===== config.mk =====
export PLATFORM = sky130hd
export DESIGN_NAME = ctrl_useq
export DESIGN_NICKNAME = d
export VERILOG_FILES = /design/src/rtl/ctrl_useq.sv
export SDC_FILE = /design/constraint.sdc
export NUM_CORES = 2
export LEC_CHECK = 0
export ABC_AREA = 1
export CORE_UTILIZATION = 30
export CTS_BUF_LIST = sky130_fd_sc_hd__clkbuf_16
export DETAILED_ROUTE_END_ITERATION = 16
export PLACE_DENSITY = 0.43
export SLEW_MARGIN = 20
export SYNTH_ARGS = -nofsm -noshare
export SYNTH_HDL_FRONTEND = slang
export SYNTH_SLANG_ARGS = --single-unit

===== constraint.sdc =====
create_clock -name clk -period 3.6 [get_ports clk]
set_input_delay 0.54 -clock clk [delete_from_list [all_inputs] [get_ports clk]]
set_output_delay 0.54 -clock clk [all_outputs]
set_load 0.01 [all_outputs]

===== src/rtl/ctrl_useq.sv =====
// ctrl_useq: microcoded control sequencer.
// An accepted opcode indexes a dispatch table to find a microcode start
// address. Words are then emitted from the microcode store, one per
// ctrl_valid/ctrl_ready handshake, until a word flagged last. A watchdog
// limits each opcode to MAX_STEPS words. Both tables are loaded through
// the cfg_* port and return to a one-zero-word-per-opcode default on reset.
module ctrl_useq #(
    parameter int OP_W      = 7,
    parameter int CW_W      = 26,
    parameter int UC_DEPTH  = 32,
    parameter int MAX_STEPS = 8
) (
    input  logic                          clk,
    input  logic                          rst_n,
    input  logic                          op_valid,
    output logic                          op_ready,
    input  logic [OP_W-1:0]               op_code,
    output logic                          ctrl_valid,
    input  logic                          ctrl_ready,
    output logic [CW_W-1:0]               ctrl_word,
    output logic                          ctrl_last,
    output logic [$clog2(MAX_STEPS):0]    ctrl_step,
    output logic [OP_W-1:0]               ctrl_op,
    output logic                          seq_err,
    input  logic                          cfg_we,
    input  logic                          cfg_sel,
    input  logic [((OP_W > $clog2(UC_DEPTH)) ? OP_W : $clog2(UC_DEPTH))-1:0] cfg_addr,
    input  logic [CW_W+$clog2(UC_DEPTH):0] cfg_wdata,
    output logic                          cfg_err
);

    localparam int UC_AW  = $clog2(UC_DEPTH);
    localparam int ST_W   = $clog2(MAX_STEPS) + 1;
    localparam int WD_W   = CW_W + 1 + UC_AW;
    localparam int DISP_N = 2 ** OP_W;

    // Microcode entry layout: {next, last, word}. Reset entry = {0, 1, 0}.
    localparam logic [WD_W-1:0] UC_RST = {{UC_AW{1'b0}}, 1'b1, {CW_W{1'b0}}};

    typedef enum logic {
        IDLE = 1'b0,
        RUN  = 1'b1
    } state_t;

    state_t              state_reg;
    logic [UC_AW-1:0]    pc_reg;
    logic [ST_W-1:0]     step_reg;
    logic [CW_W-1:0]     word_reg;
    logic                last_reg;
    logic [OP_W-1:0]     op_reg;
    logic                valid_reg;
    logic                seq_err_reg;
    logic                cfg_err_reg;

    // Tables are flop arrays: they must reinitialise on the async reset.
    logic [UC_AW-1:0]    disp_mem [DISP_N];
    logic [WD_W-1:0]     uc_mem   [UC_DEPTH];

    // Field views of every microcode entry.
    logic [CW_W-1:0]     uc_word [UC_DEPTH];
    logic                uc_last [UC_DEPTH];
    logic [UC_AW-1:0]    uc_next [UC_DEPTH];

    generate
        for (genvar gi = 0; gi < UC_DEPTH; gi++) begin : g_uc_fields
            assign uc_word[gi] = uc_mem[gi][CW_W-1:0];
            assign uc_last[gi] = uc_mem[gi][CW_W];
            assign uc_next[gi] = uc_mem[gi][CW_W+1 +: UC_AW];
        end
    endgenerate

    logic                cfg_write_ok;
    logic                accept;
    logic [UC_AW-1:0]    start_addr;
    logic [UC_AW-1:0]    next_pc;
    logic                at_step_limit;

    // Config writes are only honoured between opcodes, so the tables never
    // change underneath a running sequence.
    assign cfg_write_ok  = cfg_we && (state_reg == IDLE);
    assign op_ready      = (state_reg == IDLE) && !cfg_we;
    assign accept        = op_valid && op_ready;
    assign start_addr    = disp_mem[op_code];
    assign next_pc       = uc_next[pc_reg];
    assign at_step_limit = (step_reg == ST_W'(MAX_STEPS - 1));

    assign ctrl_valid = valid_reg;
    assign ctrl_word  = word_reg;
    assign ctrl_last  = last_reg;
    assign ctrl_step  = step_reg;
    assign ctrl_op    = op_reg;
    assign seq_err    = seq_err_reg;
    assign cfg_err    = cfg_err_reg;

    // Dispatch table: reset to start address 0, written from cfg port (sel=0).
    always_ff @(posedge clk or negedge rst_n) begin
        if (!rst_n) begin
            for (int i = 0; i < DISP_N; i++) begin
                disp_mem[i] <= '0;
            end
        end else if (cfg_write_ok && !cfg_sel) begin
            disp_mem[cfg_addr[OP_W-1:0]] <= cfg_wdata[UC_AW-1:0];
        end
    end

    // Microcode store: reset to single-word zero entries, written when sel=1.
    always_ff @(posedge clk or negedge rst_n) begin
        if (!rst_n) begin
            for (int i = 0; i < UC_DEPTH; i++) begin
                uc_mem[i] <= UC_RST;
            end
        end else if (cfg_write_ok && cfg_sel) begin
            uc_mem[cfg_addr[UC_AW-1:0]] <= cfg_wdata;
        end
    end

    // Sequencer FSM with registered outputs; the word for the next step is
    // fetched at the handshake edge so consecutive words have no bubble.
    always_ff @(posedge clk or negedge rst_n) begin
        if (!rst_n) begin
            state_reg   <= IDLE;
            pc_reg      <= '0;
            step_reg    <= '0;
            word_reg    <= '0;
            last_reg    <= 1'b0;
            op_reg      <= '0;
            valid_reg   <= 1'b0;
            seq_err_reg <= 1'b0;
            cfg_err_reg <= 1'b0;
        end else begin
            seq_err_reg <= 1'b0;
            cfg_err_reg <= 1'b0;
            case (state_reg)
                IDLE: begin
                    if (accept) begin
                        pc_reg    <= start_addr;
                        op_reg    <= op_code;
                        step_reg  <= '0;
                        word_reg  <= uc_word[start_addr];
                        last_reg  <= uc_last[start_addr];
                        valid_reg <= 1'b1;
                        state_reg <= RUN;
                    end
                end
                RUN: begin
                    if (cfg_we) begin
                        cfg_err_reg <= 1'b1;
                    end
                    if (ctrl_ready) begin
                        if (last_reg) begin
                            valid_reg <= 1'b0;
                            state_reg <= IDLE;
                        end else if (at_step_limit) begin
                            // Runaway microcode: abort the opcode.
                            seq_err_reg <= 1'b1;
                            valid_reg   <= 1'b0;
                            state_reg   <= IDLE;
                        end else begin
                            pc_reg   <= next_pc;
                            step_reg <= step_reg + ST_W'(1);
                            word_reg <= uc_word[next_pc];
                            last_reg <= uc_last[next_pc];
                        end
                    end
                end
                default: begin
                    state_reg <= IDLE;
                    valid_reg <= 1'b0;
                end
            endcase
        end
    end

endmodule


==> impl_metrics.csv <==
group,metric,value,unit
outcome,status,"complete, no violations",
global_routing,grt_pass1_vias,81000,
synth,syn-num-nets,11800,
finish,layout-drive-gt1-share,0.0894,
route,drtIter0Drc,8340,
global_routing,grt_pass1_wl,545,mm
finish,design_area,104000,sq um
clock_tree,clk_path_buf_depth,4,
pwr,power,75600,uW
synth,async_reset_ff_frac,1.00,
worst_setup_path,slowest_stage,"dfrtp_2",
finish,fillers,30600,
synth,post-synth-top-area-cell,"dfrtp_1",
finish,regArea,42900,sq um
clock_tree,cts-root-buf,"clkbuf_16",
floorplan,die_h,544,microns
pwr,p_leak,0.0476,uW
synth,synth-compound-area-share,0.162,
worst_setup_path,rrSetupSlack,190,ps
worst_setup_path,critPathMaxFanout,75,
global_routing,antenna_found_initial,9,
route,routed_wl,362,mm
synth,synth_top_family_by_area,"simple AND/OR/NAND/NOR gates",
clock_tree,h-tree-depth,4,
clock_tree,cts_sinks,1711,
synth,seq_area_frac_synth,0.486,
route,top_layer,"met5",
sta,fmax,0.293,GHz
pwr,cellPowerDensity,725,nW/um^2
synth,netlist_area,88200,sq um
worst_setup_path,slowest_delay,460,ps
pwr,swShare,0.421,
global_routing,grt.overflow.total,0,
synth,yosysMostFrequentCell,"nand2_1",
floorplan,fp.dieW,544,microns
finish,final_util,0.358,
clock_tree,numCtsBuffers,209,
synth,ys_ff_latch,1711,
route,wire_per_inst,22.9,microns
worst_setup_path,worstPathRequired,4390,ps
synth,synth_edf_count,0,
route,ant_nets,0,
synth,netlist_instances,11800,
floorplan,core_area,292000,sq um
synth,yosys.area_share.simple,0.274,
floorplan,die_area,296000,sq um
synth,syn_area_per_cell,7.48,sq um
clock_tree,path_clk_slew,60,ps
sta,fin_skew,67.0,ps
clock_tree,clk_latency,910,ps
route,routed_via_density,5.24,
sta,setup_violations,0,
pwr,p_seq_frac,0.313,
placed_design,gp_congestion,0.850,
worst_setup_path,crit_path_frequent_cell,"nand3_1",
sta,rsz0062_at_grt,"no",
sta,finalCritPeriodShare,0.947,
worst_setup_path,start_kind,"flip-flop",
route,wl_met3,21.4,mm
synth,synth_xor_area_frac,0.0000993,
global_routing,grt_start_max_net_pins,118,
sta,report.final.slew_viol_count,0,
placed_design,postPlaceCellArea,98000,sq um
floorplan,initial_utilization,0.302,
sta,worst_pin_slew,1080,ps
synth,synthMuxAreaShare,0,
finish,largest_reg_flops,992,
route,dr_total_vias,82900,
pwr,internal-power,43800,uW
route,met2_length,161,mm
finish,nets,11800,
synth,synthFlopType,"dfrtp_1",
sta,period_minus_slack,3410,ps
worst_setup_path,setup.worst_path.class,"reg2reg",
pwr,p_comb_frac,0.422,
pwr,ir_drop,728,uV
finish,multi_input_area,38800,sq um
pwr,power_frac_clock,0.265,
synth,netlist_top_cells_area,"dfrtp_1 (48%), nand2_1 (15%), o21ai_0 (11%)",
worst_setup_path,cp_data_arrival_time,4200,ps
synth,yosysWarnings,0,
global_routing,grt_usage,0.242,
synth,synthAdderAreaFrac,0.000142,
placed_design,portBuffers,93,
worst_setup_path,crit_chain,"inv_4 > buf_4 > nand2_1 > nand3_1 > nand2_1 > nand2_1 > nand3_1 > nand3_1 > o21ai_4 > inv_6 > buf_16 > o211ai_1 > o211ai_1 > nand3_1 > a21oi_2 > nor2_1 > nand3_1 > nand2_1 > inv_1",
clock_tree,post_cts_buffers,0,
route,drc,0,
pwr,switchingPower,31800,uW
floorplan,placementRows,198,
worst_setup_path,critical-path-top-delay-family,"buffers and inverters",
worst_setup_path,crit_buf_inv,5,
placed_design,dp_hpwl,224,mm
finish,syn_to_final_growth,18.3,%
route,wl_met1,170,mm
worst_hold_path,hp-class,"in2async",
clock_tree,cts_tree,"yes",
finish,regMostFlops,"uc_mem",
synth,synth_cell_types,36,
floorplan,io_pins,94,
route,drtPass1Iterations,8,
synth,synthTopCellsByCount,"nand2_1 (3596), o21ai_0 (2009), nand3_1 (1702), dfrtp_1 (1679), inv_1 (715)",
worst_setup_path,end_kind,"flip-flop",
sta,hold_viol,0,
synth,synth_top_cell_area_share,0.476,
sta,holdWs,234,ps
sta,max-slew-margin-rel,0.278,
run,cap_violations,0,
-- metal layers --
| metal | GRT usage | vias up |
|---|---|---|
| met1 | 0.348 | 40500 |
| li1 | - | 39000 |
| met5 | 0 | - |
| met4 | 0.0689 | 2 |
| met2 | 0.380 | 2855 |
| met3 | 0.0293 | 514 |
-- cells in the final DEF, fill, tap and decap left out, types with 4 or more instances in the layout --
cell	count
nand2_1	3558
o21ai_0	2009
nand3_1	1700
dfrtp_1	1678
inv_1	765
buf_4	358
o211ai_1	332
nor2_1	320
buf_12	248
clkbuf_16	211
a21oi_1	121
o22ai_1	115
clkdlybuf4s50_1	88
or2_2	69
clkinv_1	54
nand3b_1	50
o21ai_1	45
nand2_4	37
clkinv_2	34
dfstp_2	32
inv_4	10
nor3_2	9
bufinv_16	8
inv_2	6
inv_6	5
a32o_1	4
o21ai_4	4
nand3_2	4
o221ai_1	4
clkinv_8	4
-- logic make-up (layout without fill, tap and decap cells) --
logic type / after synthesis / count (layout)
AO/OA/AOI/OAI: 2639 / 2639
flip-flops: 1711 / 1711
adder cells (fa/ha/maj): 1 / 1
buffers and inverters: 1677 / 1806
AND/OR/NAND/NOR: 5756 / 5756
XOR/XNOR: 1 / 1
other: 0 / 2
-- area by class of cell --
type / instances / share of cell area
multi-input cells: 8397 / 0.372
inverters: 727 / 0.0266
repair buffers: 702 / 0.0829
clock inverters: 166 / 0.00994
flip-flops and latches: 1711 / 0.411
diodes: 2 / 0.0000480
well taps: 3900 / 0.0468
clock buffers: 211 / 0.0506
-- metrics by stage --
stage | setup TNS, ps | instances | setup WS [ps]
final | 0 | 15800 | 192
after detailed placement | -3670 | 15400 | -260
after CTS | 0 | 15800 | 21.4
after global routing | 0 | 15800 | 4.88
after global placement | -3990 | 15400 | -292
after floorplan | 0 | 11800 | 806
-- power by group through the flow --
stage / clock network [uW] / logic (uW) / registers [uW]
finish: 20000 / 31900 / 23600
floorplan: 0 / 18600 / 23300
detailed placement: 0 / 31600 / 23900
global route: 21300 / 34900 / 23900
CTS: 20600 / 31800 / 23600
global placement: 0 / 31500 / 23900
-- final timing paths --
kind,end,cells past startpoint,from
max,ctrl_word[9],19,pc_reg[0]
min,disp_mem[379],2,rst_n
max reg2reg,ctrl_word[9],19,pc_reg[0]
min reg2reg,uc_mem[671],2,uc_mem[671]
max in group asynchronous,disp_mem[264],4,rst_n
min in group clk,cfg_err,3,cfg_we
-- what timing repair did --
action | in CTS | in global routing
gates resized for setup | 1 | 11
pin swaps | 0 | 0
setup endpoints to repair | 1 | 21
endpoints found under the hold margin | 301 | 0
hold buffers | 1 | 0
Power figures use the tool's default switching activity.
